--- src/rtl/can_tx_scheduler_if.sv ---
// Host/engine-facing signal bundle of can_tx_scheduler: mailbox load/abort,
// frame hand-off to the bit engine, and per-mailbox status.
interface can_tx_scheduler_if #(
  parameter int NUM_MB   = 4,
  parameter int MB_IDX_W = $clog2(NUM_MB)
);
  logic                wr_en;
  logic [MB_IDX_W-1:0] wr_mb;
  logic [10:0]         wr_id;
  logic [3:0]          wr_dlc;
  logic [63:0]         wr_data;
  logic                wr_rej;
  logic                abort_en;
  logic [MB_IDX_W-1:0] abort_mb;
  logic                tx_req;
  logic [10:0]         tx_id;
  logic [3:0]          tx_dlc;
  logic [63:0]         tx_data;
  logic                tx_ack;
  logic                tx_done;
  logic                tx_arb_lost;
  logic                tx_error;
  logic [NUM_MB-1:0]   mb_pending;
  logic [NUM_MB-1:0]   mb_done;
  logic [NUM_MB-1:0]   mb_fail;
  logic                busy;

  modport master (
    output wr_en, wr_mb, wr_id, wr_dlc, wr_data, abort_en, abort_mb,
           tx_ack, tx_done, tx_arb_lost, tx_error,
    input  wr_rej, tx_req, tx_id, tx_dlc, tx_data, mb_pending, mb_done, mb_fail, busy
  );

  modport slave (
    input  wr_en, wr_mb, wr_id, wr_dlc, wr_data, abort_en, abort_mb,
           tx_ack, tx_done, tx_arb_lost, tx_error,
    output wr_rej, tx_req, tx_id, tx_dlc, tx_data, mb_pending, mb_done, mb_fail, busy
  );
endinterface

--- src/rtl/can_tx_scheduler.sv ---
// CAN transmit mailbox scheduler: lowest-ID selection (oldest-first when
// CAN_TXSCHED_FIFO_ORDER_EN is defined), req/ack hand-off, retry and abort.
module can_tx_scheduler #(
  parameter int NUM_MB    = 4,
  parameter int MAX_RETRY = 3
) (
  input logic               clk,
  input logic               rst,
  can_tx_scheduler_if.slave bus
);
  localparam int MB_IDX_W = $clog2(NUM_MB);

  typedef enum logic [1:0] {IDLE, SELECT, REQ, ACTIVE} state_e;

  state_e                  state_q, state_d;
  logic [NUM_MB-1:0]       pend_q, pend_d, done_q, done_d, fail_q, fail_d;
  logic [NUM_MB-1:0][3:0]  retry_q, retry_d;
  logic [NUM_MB-1:0][10:0] id_q;
  logic [NUM_MB-1:0][3:0]  dlc_q;
  logic [NUM_MB-1:0][63:0] data_q;
  logic [MB_IDX_W-1:0]     sel_q, sel_d;
  logic                    aflag_q, aflag_d, rej_q, rej_d;
  logic [10:0]             tx_id_q, tx_id_d;
  logic [3:0]              tx_dlc_q, tx_dlc_d;
  logic [63:0]             tx_data_q, tx_data_d;

  logic                    ld_ok, ab_in, ab_hit, ab_sel, aflag_eff, best_vld;
  logic [MB_IDX_W-1:0]     best_idx;
  logic [NUM_MB-1:0]       cand;
`ifdef CAN_TXSCHED_FIFO_ORDER_EN
  logic [7:0]              seq_q, best_age, age;
  logic [NUM_MB-1:0][7:0]  stamp_q;
`else
  logic [10:0]             best_id;
`endif

  always_comb begin
    ab_in  = 32'(bus.abort_mb) < NUM_MB;
    ab_hit = bus.abort_en && ab_in && pend_q[bus.abort_mb];
    // The in-flight mailbox is only flagged (ACTIVE) or dropped via the REQ path.
    ab_sel = ab_hit && (bus.abort_mb == sel_q) && (state_q == REQ || state_q == ACTIVE);
    ld_ok  = bus.wr_en && (32'(bus.wr_mb) < NUM_MB) && !pend_q[bus.wr_mb] &&
             !(bus.abort_en && bus.abort_mb == bus.wr_mb);
  end

  // A mailbox being aborted this cycle is not a selection candidate.
  always_comb begin
    cand = pend_q;
    if (bus.abort_en && ab_in) cand[bus.abort_mb] = 1'b0;
    best_vld = 1'b0;
    best_idx = '0;
`ifdef CAN_TXSCHED_FIFO_ORDER_EN
    best_age = '0;
    age      = '0;
    for (int i = 0; i < NUM_MB; i++) begin
      age = seq_q - stamp_q[i];
      if (cand[i] && (!best_vld || age > best_age)) begin
        best_vld = 1'b1;
        best_idx = MB_IDX_W'(i);
        best_age = age;
      end
    end
`else
    best_id = '1;
    for (int i = 0; i < NUM_MB; i++) begin
      if (cand[i] && (!best_vld || id_q[i] < best_id)) begin
        best_vld = 1'b1;
        best_idx = MB_IDX_W'(i);
        best_id  = id_q[i];
      end
    end
`endif
  end

  always_comb begin
    state_d   = state_q;
    pend_d    = pend_q;
    retry_d   = retry_q;
    sel_d     = sel_q;
    aflag_d   = aflag_q;
    tx_id_d   = tx_id_q;
    tx_dlc_d  = tx_dlc_q;
    tx_data_d = tx_data_q;
    done_d    = '0;
    fail_d    = '0;
    rej_d     = bus.wr_en && !ld_ok;
    aflag_eff = aflag_q || ab_sel;

    if (ab_hit && !ab_sel) begin
      pend_d[bus.abort_mb] = 1'b0;
      fail_d[bus.abort_mb] = 1'b1;
    end

    unique case (state_q)
      IDLE: if (|pend_q) state_d = SELECT;
      SELECT: begin
        if (best_vld) begin
          sel_d     = best_idx;
          tx_id_d   = id_q[best_idx];
          tx_dlc_d  = dlc_q[best_idx];
          tx_data_d = data_q[best_idx];
          state_d   = REQ;
        end else begin
          state_d = IDLE;
        end
      end
      REQ: begin
        if (bus.tx_ack) begin
          state_d = ACTIVE;
          aflag_d = ab_sel;
        end else if (ab_sel) begin
          pend_d[sel_q] = 1'b0;
          fail_d[sel_q] = 1'b1;
          state_d       = IDLE;
        end
      end
      ACTIVE: begin
        if (ab_sel) aflag_d = 1'b1;
        if (bus.tx_done || bus.tx_error || bus.tx_arb_lost) begin
          state_d = IDLE;
          aflag_d = 1'b0;
          if (bus.tx_done) begin
            pend_d[sel_q] = 1'b0;
            done_d[sel_q] = 1'b1;
          end else if (bus.tx_error) begin
            retry_d[sel_q] = retry_q[sel_q] + 4'd1;
            if (({1'b0, retry_q[sel_q]} + 5'd1 == 5'(MAX_RETRY)) || aflag_eff) begin
              pend_d[sel_q] = 1'b0;
              fail_d[sel_q] = 1'b1;
            end
          end else if (aflag_eff) begin
            pend_d[sel_q] = 1'b0;
            fail_d[sel_q] = 1'b1;
          end
        end
      end
      default: state_d = IDLE;
    endcase

    if (ld_ok) begin
      pend_d[bus.wr_mb]  = 1'b1;
      retry_d[bus.wr_mb] = '0;
    end
  end

  always_ff @(posedge clk) begin
    if (rst) begin
      state_q   <= IDLE;
      pend_q    <= '0;
      done_q    <= '0;
      fail_q    <= '0;
      retry_q   <= '0;
      id_q      <= '0;
      dlc_q     <= '0;
      data_q    <= '0;
      sel_q     <= '0;
      aflag_q   <= 1'b0;
      rej_q     <= 1'b0;
      tx_id_q   <= '0;
      tx_dlc_q  <= '0;
      tx_data_q <= '0;
    end else begin
      state_q   <= state_d;
      pend_q    <= pend_d;
      done_q    <= done_d;
      fail_q    <= fail_d;
      retry_q   <= retry_d;
      sel_q     <= sel_d;
      aflag_q   <= aflag_d;
      rej_q     <= rej_d;
      tx_id_q   <= tx_id_d;
      tx_dlc_q  <= tx_dlc_d;
      tx_data_q <= tx_data_d;
      if (ld_ok) begin
        id_q[bus.wr_mb]   <= bus.wr_id;
        dlc_q[bus.wr_mb]  <= (bus.wr_dlc > 4'd8) ? 4'd8 : bus.wr_dlc;
        data_q[bus.wr_mb] <= bus.wr_data;
      end
    end
  end

`ifdef CAN_TXSCHED_FIFO_ORDER_EN
  always_ff @(posedge clk) begin
    if (rst) begin
      seq_q   <= '0;
      stamp_q <= '0;
    end else begin
      seq_q <= seq_q + 8'd1;
      if (ld_ok) stamp_q[bus.wr_mb] <= seq_q;
    end
  end
`endif

  assign bus.tx_req     = (state_q == REQ);
  assign bus.busy       = (state_q == ACTIVE);
  assign bus.tx_id      = tx_id_q;
  assign bus.tx_dlc     = tx_dlc_q;
  assign bus.tx_data    = tx_data_q;
  assign bus.mb_pending = pend_q;
  assign bus.mb_done    = done_q;
  assign bus.mb_fail    = fail_q;
  assign bus.wr_rej     = rej_q;
endmodule

--- src/flat_wrapper.sv ---
// flat-port wrapper written by rule: the top's interface ports become plain ports
module can_tx_scheduler_flat 
#(
  parameter int NUM_MB    = 4,
  parameter int MAX_RETRY = 3
)
  (clk, rst, bus_wr_en, bus_wr_mb, bus_wr_id, bus_wr_dlc, bus_wr_data, bus_abort_en, bus_abort_mb, bus_tx_ack, bus_tx_done, bus_tx_arb_lost, bus_tx_error, bus_wr_rej, bus_tx_req, bus_tx_id, bus_tx_dlc, bus_tx_data, bus_mb_pending, bus_mb_done, bus_mb_fail, bus_busy);
  can_tx_scheduler_if #(.NUM_MB(NUM_MB)) bus_i ();
  input logic clk;
  input logic rst;
  input wire logic [$bits(bus_i.wr_en)-1:0] bus_wr_en;
  input wire logic [$bits(bus_i.wr_mb)-1:0] bus_wr_mb;
  input wire logic [$bits(bus_i.wr_id)-1:0] bus_wr_id;
  input wire logic [$bits(bus_i.wr_dlc)-1:0] bus_wr_dlc;
  input wire logic [$bits(bus_i.wr_data)-1:0] bus_wr_data;
  input wire logic [$bits(bus_i.abort_en)-1:0] bus_abort_en;
  input wire logic [$bits(bus_i.abort_mb)-1:0] bus_abort_mb;
  input wire logic [$bits(bus_i.tx_ack)-1:0] bus_tx_ack;
  input wire logic [$bits(bus_i.tx_done)-1:0] bus_tx_done;
  input wire logic [$bits(bus_i.tx_arb_lost)-1:0] bus_tx_arb_lost;
  input wire logic [$bits(bus_i.tx_error)-1:0] bus_tx_error;
  output wire logic [$bits(bus_i.wr_rej)-1:0] bus_wr_rej;
  output wire logic [$bits(bus_i.tx_req)-1:0] bus_tx_req;
  output wire logic [$bits(bus_i.tx_id)-1:0] bus_tx_id;
  output wire logic [$bits(bus_i.tx_dlc)-1:0] bus_tx_dlc;
  output wire logic [$bits(bus_i.tx_data)-1:0] bus_tx_data;
  output wire logic [$bits(bus_i.mb_pending)-1:0] bus_mb_pending;
  output wire logic [$bits(bus_i.mb_done)-1:0] bus_mb_done;
  output wire logic [$bits(bus_i.mb_fail)-1:0] bus_mb_fail;
  output wire logic [$bits(bus_i.busy)-1:0] bus_busy;
  assign bus_i.wr_en = bus_wr_en;
  assign bus_i.wr_mb = bus_wr_mb;
  assign bus_i.wr_id = bus_wr_id;
  assign bus_i.wr_dlc = bus_wr_dlc;
  assign bus_i.wr_data = bus_wr_data;
  assign bus_i.abort_en = bus_abort_en;
  assign bus_i.abort_mb = bus_abort_mb;
  assign bus_i.tx_ack = bus_tx_ack;
  assign bus_i.tx_done = bus_tx_done;
  assign bus_i.tx_arb_lost = bus_tx_arb_lost;
  assign bus_i.tx_error = bus_tx_error;
  assign bus_wr_rej = bus_i.wr_rej;
  assign bus_tx_req = bus_i.tx_req;
  assign bus_tx_id = bus_i.tx_id;
  assign bus_tx_dlc = bus_i.tx_dlc;
  assign bus_tx_data = bus_i.tx_data;
  assign bus_mb_pending = bus_i.mb_pending;
  assign bus_mb_done = bus_i.mb_done;
  assign bus_mb_fail = bus_i.mb_fail;
  assign bus_busy = bus_i.busy;
  can_tx_scheduler #(.NUM_MB(NUM_MB), .MAX_RETRY(MAX_RETRY)) u_core (.clk(clk), .rst(rst), .bus(bus_i));
endmodule
--- config.mk ---
export PLATFORM = sky130hd
export DESIGN_NAME = can_tx_scheduler_flat
export DESIGN_NICKNAME = d
export VERILOG_FILES = /design/src/rtl/can_tx_scheduler_if.sv /design/src/rtl/can_tx_scheduler.sv /design/src/flat_wrapper.sv
export SDC_FILE = /design/constraint.sdc
export NUM_CORES = 1
export LEC_CHECK = 0
export BUFFER_PORTS_ARGS = -buffer_cell sky130_fd_sc_hd__buf_4
export CAP_MARGIN = 10
export CORE_MARGIN = 1.5
export CORE_UTILIZATION = 55
export DETAILED_ROUTE_END_ITERATION = 6
export PLACE_DENSITY = 0.77
export RECOVER_POWER = 50
export SLEW_MARGIN = 20
export SYNTH_ARGS = -nofsm -noshare
export SYNTH_HDL_FRONTEND = slang
export SYNTH_SLANG_ARGS = --single-unit
export TNS_END_PERCENT = 20
--- constraint.sdc ---
create_clock -name clk -period 12.55 [get_ports clk]
set_clock_uncertainty 0.2 [all_clocks]
set_input_delay 1.255 -clock clk [delete_from_list [all_inputs] [get_ports clk]]
set_output_delay 1.255 -clock clk [all_outputs]
set_load 0.01 [all_outputs]
---- Yosys cells after proc, flatten, opt, wreduce, memory -nomap -nowiden ----
Cells that the tools add are included.
W data, S select, Z words.
storage, ports and cells
  register bits after elaboration ......... 429
  bits in latches ......................... 0
  memory bits (writable) .................. 0
  ROM bits ................................ 0
  input port bits ......................... 91
  output and inout bits ................... 94
  logic and storage cells ................. 173
  memories ................................ 0
cells by class
  $add $sub $neg .......................... 2
  $mul .................................... 0
  div/mod/pow operators ................... 0
  order comparisons ....................... 11
  eq/ne operators ......................... 11
  shift-type cells ........................ 0
  mux-type cells .......................... 76
  bitwise gates (word level) .............. 11
  reductions and logical operators ........ 36
operators with widths
  kind                  count
  $bwmux W256           1
  $bmux W64 S2          1
  $demux W64 S2         1
  $mux W64              2
  $mux W4               23
  $mux W16              5
  $mux W11              5
  $bwmux W44            1
  $lt A11 B11 Y1        3
  $bwmux W16            2
  $bmux W11 S2          1
  $demux W11 S2         1
  $and A16 B16 Y16      1
  $bmux W4 S2           2
  $demux W4 S2          2
  $not A16 Y16          1
  $pmux W4 S2           2
  $logic_and A1 B1 Y1   14
  $mux W2               7
  $mux W1               13
  $lt A2 B3 Y1 const B  4
  $and A4 B4 Y4         2
  $logic_or A1 B1 Y1    8
  $not A4 Y4            2
  24 further kinds      43

---- Logic depth before layout (Yosys ltp) ----
  depth after elaboration ................. 22
  mapped depth ............................ 37
  gate-level depth less buffers ........... 28

---- Least setup slack after synthesis ----
Ideal clock, no wire load.
  path kind ............................... in2reg
  from .................................... input bus_abort_en
  to ...................................... register u_core.tx_data_q[50] (netlist: u_core.bus.tx_data[50])
  library setup time ...................... 59 ps
  arrival ................................. 8622 ps
  data required time ...................... 12291 ps
  path slack .............................. 3668 ps
  stages .................................. 36
  path buffers ............................ 10
  path through ............................ buf_6 or3b_1 nand2_1 clkbuf_1 nor2_1 ha_1 a21o_1 a31o_1 a2111o_1 o31ai_2 buf_2 buf_2 buf_1 o21a_1 ha_1 a211oi_1 o21ai_0 a41oi_1 nand2_1 a211o_1 buf_2 clkbuf_1 nand2_1 clkbuf_1 a21oi_1 ha_1 and3_1 nand4_1 o211a_1 a21oi_1 a2111oi_1 a21oi_1 nor3b_2 buf_2 buf_2 a221o_1
between the ends
  longest elaborated chain between the ends .. 16
  elaborated cells between the ends (all ways) .. 26
  classes of those cells .................. order compare (3); mux (13); reduce/logical (10)
ends and longest elaborated chain
  item                                                       RTL line                 text
  start: declaration                                         flat_wrapper.sv:16       input wire logic [$bits(bus_i.abort_en)-1:0] bus_abort_en;
  $mux W4 (*)                                                can_tx_scheduler.sv:49   if (bus.abort_en && ab_in) cand[bus.abort_mb] = 1'b0;
  $mux W11 / $mux W1 (equally long branches)                 can_tx_scheduler.sv:66   if (cand[i] && (!best_vld || id_q[i] < best_id)) begin
  $lt A11 B11 Y1 / $logic_not A1 Y1 (equally long branches)  can_tx_scheduler.sv:66
  $logic_or A1 B1 Y1                                         can_tx_scheduler.sv:66
  $logic_and A1 B1 Y1                                        can_tx_scheduler.sv:66
  $mux W11 / $mux W1 (equally long branches)                 can_tx_scheduler.sv:66
  $lt A11 B11 Y1 / $logic_not A1 Y1 (equally long branches)  can_tx_scheduler.sv:66
  $logic_or A1 B1 Y1                                         can_tx_scheduler.sv:66
  $logic_and A1 B1 Y1                                        can_tx_scheduler.sv:66
  $mux W11 / $mux W1 (equally long branches)                 can_tx_scheduler.sv:66
  $lt A11 B11 Y1 / $logic_not A1 Y1 (equally long branches)  can_tx_scheduler.sv:66
  $logic_or A1 B1 Y1                                         can_tx_scheduler.sv:66
  $logic_and A1 B1 Y1                                        can_tx_scheduler.sv:66
  $mux W2                                                    can_tx_scheduler.sv:66
  $bmux W64 S2                                               can_tx_scheduler.sv:101  tx_data_d = data_q[best_idx];
  $mux W64 (not written as such)                             can_tx_scheduler.sv:101
  end signal: assignment                                     can_tx_scheduler.sv:173  tx_data_q <= tx_data_d;
  end: declaration                                           can_tx_scheduler.sv:25   logic [63:0] tx_data_q, tx_data_d;
Every way passes the cells marked *; elsewhere a longest branch is shown, timed or not. The select of a mux whose other input is x is not followed.
A chain may end at the register's enable or synchronous reset.

---- Final worst setup path ----
  from .................................... input bus_abort_mb[0]
  to ...................................... register u_core.tx_data_q[9] (netlist: u_core.bus.tx_data[9])
between the ends
  longest elaborated chain between the ends .. 22
  elaborated cells between the ends (all ways) .. 33
  classes of those cells .................. order compare (5); mux (15); bitwise (2); reduce/logical (11)
ends and longest elaborated chain
  item                                                                       RTL line                 text
  start: declaration                                                         flat_wrapper.sv:17       input wire logic [$bits(bus_i.abort_mb)-1:0] bus_abort_mb;
  $lt A2 B3 Y1 (not written as such) / $ge A2 B1 Y1 (equally long branches)  can_tx_scheduler.sv:49
  $logic_and A1 B1 Y1 (not written as such)                                  can_tx_scheduler.sv:49
  $mux W1 (not written as such)                                              can_tx_scheduler.sv:49
  $demux W1 S2 (*)                                                           --
  $not A4 Y4 (no line) (*)                                                   --
  $and A4 B4 Y4 (no line) (*)                                                --
  $mux W4 (*)                                                                can_tx_scheduler.sv:49
  $mux W11 / $mux W1 (equally long branches)                                 can_tx_scheduler.sv:66
  [... 6 more ...]                                                           --
  $logic_and A1 B1 Y1                                                        can_tx_scheduler.sv:66
  $mux W11 / $mux W1 (equally long branches)                                 can_tx_scheduler.sv:66
  $lt A11 B11 Y1 / $logic_not A1 Y1 (equally long branches)                  can_tx_scheduler.sv:66
  $logic_or A1 B1 Y1                                                         can_tx_scheduler.sv:66
  $logic_and A1 B1 Y1                                                        can_tx_scheduler.sv:66
  $mux W2                                                                    can_tx_scheduler.sv:66
  $bmux W64 S2                                                               can_tx_scheduler.sv:101
  $mux W64 (not written as such)                                             can_tx_scheduler.sv:101
Marked as above.

==> impl_metrics.tcl <==
set metrics [dict create \
    status "finished with violations" \
    violations "max-capacitance violations, max-slew violations" \
    fin_util_pct 63.76 \
    cts_setup_buffers 0 \
    start_kind "primary input" \
    syn_area_mm2 0.01819 \
    synth_cell_type_count 55 \
    antenna_left 0 \
    grt_use_total_pct 30.07 \
    antenna_found_initial 1 \
    drt-vias-per-instance 6.006 \
    synth_edf_count 0 \
    hp-class "reg2reg" \
    cts_htree_levels 2 \
    grt-ovfl-total 0 \
    drtIter0Drc 1677 \
    seq_area_frac_synth_pct 47.22 \
    final-setup-viol-count 0 \
    mostFrequentLayoutCells "nand2_1, dfxtp_1, a21oi_1" \
    combPwrFrac_pct 10.4 \
    final_layout_size_suffix_gt1_share_pct 8.845 \
    power_leakage_uw 0.008275 \
    cts_buffers 44 \
    yosysWarnings 0 \
    ys_async_sr_fraction_pct 0 \
    switchingPower_uw 777.8 \
    swShare_pct 25.40 \
    grt_pass1_wl_um 82630 \
    cp.arrival_ps 10590 \
    root_buffer "clkbuf_16" \
    dieWidth_um 184.8 \
    synthCells 2190 \
    wirelength_um 51930 \
    core_area_mm2 0.03254 \
    internal-power_uw 2285 \
    fin_crit_ps 10310 \
    crit_start "bus_abort_mb[0]" \
    grt_max_degree 136 \
    grt_setup_unrepaired "false" \
    reg2reg_from "u_core.bus.mb_pending[0]" \
    syn_nets 2312 \
    ys_ff_latch 429 \
    min-delay-start "u_core.data_q[172]" \
    maxSlewViolCount 354 \
    seq_power_share_pct 46.8 \
    vdd_ir_drop_max_mv 0.1248 \
    fmax_ghz 0.09697 \
    slowest_delay_ps 680 \
    worstSkewPairLatency_ps 550 \
    ys.flop_type "dfxtp_1" \
    worst_pin_slew_ps 6468 \
    layout_commonest_cell "nand2_1" \
    die_area_mm2 0.03417 \
    gp_congestion 0.9037 \
    grt_pass1_vias 15760 \
    required_ps 12830 \
    vias 16450 \
    power_uw 3062 \
    dr.pass1.iters 5 \
    critPathKind "in2reg" \
    boundaryPins 185 \
    hold_violations 0 \
    initial_core_util_pct 55.90 \
    postCtsResizedCells 0 \
    critPathSlowestCell "buf_4" \
    fin_setup_tns_ps 0 \
    fin_nets 2382 \
    holdBufCountCts 0 \
    synth_area_per_cell_um2 8.305 \
    timing.final.crit_share_pct 82.17 \
    max_cap_violations 3 \
    powerDensity_mw_per_mm2 147.6 \
    cts_buffer_depth 3 \
    syn_to_final_growth_pct 14.07 \
    std_cell_rows 66 \
    clkTransAtPathRegs_ps 60 \
    clkPwrFrac_pct 42.7 \
    wire_per_inst_um 18.97 \
    crit_fanout 55 \
    cts_tree "built" \
    portBuffers 184 \
    die_h_um 184.8 \
    drc 0 \
    dp_hpwl_um 29660 \
    endpoint_kind "flip-flop" \
    clock_sinks 429 \
    slew-limit-headroom_pct -331.2 \
]
## registers in the layout (all words and copies together) (netlist names), 11 cells and up
name,cells
u_core.bus.tx_data,64
u_core.id_q,44
u_core.data_q,256
u_core.dlc_q,16
u_core.bus.tx_id,11
u_core.retry_q,16
## synthesized netlist by cell type (all sizes together) (6+ instances only)
master / n / share of area, %
a2111oi: 14 / 0.78
a21oi: 345 / 9.5
a221o: 79 / 4.3
buf: 28 / 1.1
clkbuf: 153 / 3.2
dfxtp: 429 / 47
ha: 31 / 2.1
inv: 20 / 0.41
mux2i: 73 / 4.0
mux4: 6 / 0.74
nand2: 666 / 14
nand3: 79 / 2.2
nor2: 62 / 1.3
nor2b: 6 / 0.21
nor3: 10 / 0.28
nor3b: 6 / 0.28
nor4: 6 / 0.21
o2111ai: 12 / 0.58
o211a: 80 / 4.4
o21a: 16 / 0.66
o21ai: 8 / 0.22
## per-stage QoR
| stage | hold WS (ps) | worst slack, ps | instance area (µm²) | instances |
|---|---|---|---|---|
| final | 252.9 | 2237 | 20750 | 2738 |
| after global routing | 267.1 | 1571 | 20750 | 2738 |
| after floorplan | 235.7 | 3668 | 18190 | 2190 |
| after CTS | 254.0 | 2344 | 21070 | 2735 |
| after global placement | 240.4 | 2011 | 19600 | 2654 |
| after detailed placement | 245.8 | 1796 | 19600 | 2654 |
## worst paths after layout
check	end	slack, ps	cells past startpoint
hold reg to reg	u_core.data_q[172]	250	2
hold / removal	u_core.data_q[172]	250	2
setup / recovery	u_core.bus.tx_data[9]	2240	32
setup reg to reg	u_core.bus.tx_data[9]	2820	30
## cell families after synthesis
group	Yosys count	share of synthesized area, %
xor gates and xnor gates	6	0.2889
muxes	79	4.761
buffers and inverters	201	4.678
DFF	429	47.22
adders and majority gates	31	2.133
AOI/OAI and AO/OA	585	21.88
and+or+nand+nor	859	19.04
## power by group through the flow
stage	clock [µW]	combinational (µW)	sequential, µW
6_report	1310	320	1430
5_1_grt	1380	350	1440
4_1_cts	1320	318	1430
3_5_place_dp	0	316	1460
3_3_place_gp	0	310	1460
2_1_floorplan	0	212	1450
## area by class of cell
cell class	instances	area (µm²)
sequential	429	8588
tap	442	553.0
multi-input combinational	1560	8857
clock buffer	67	1330
timing repair buffer	205	1204
antenna	1	2.502
inverter	20	75.07
fill	2886	11790
clock inverter	14	136.4
## worst max-delay path: cells and delay by family
kind            cells  cell delay (ps)
compound gates     17             4600
fa+ha+maj           3              870
buf+inv             4             1800
simple gates        8             1970
## layer usage
layer  track usage [%]  share of wire [%]
met4             8.585                1.4
met5                 0                  0
met2             49.29                 47
met3             4.994                8.0
met1             40.86                 43
Power figures use the tool's default switching activity.
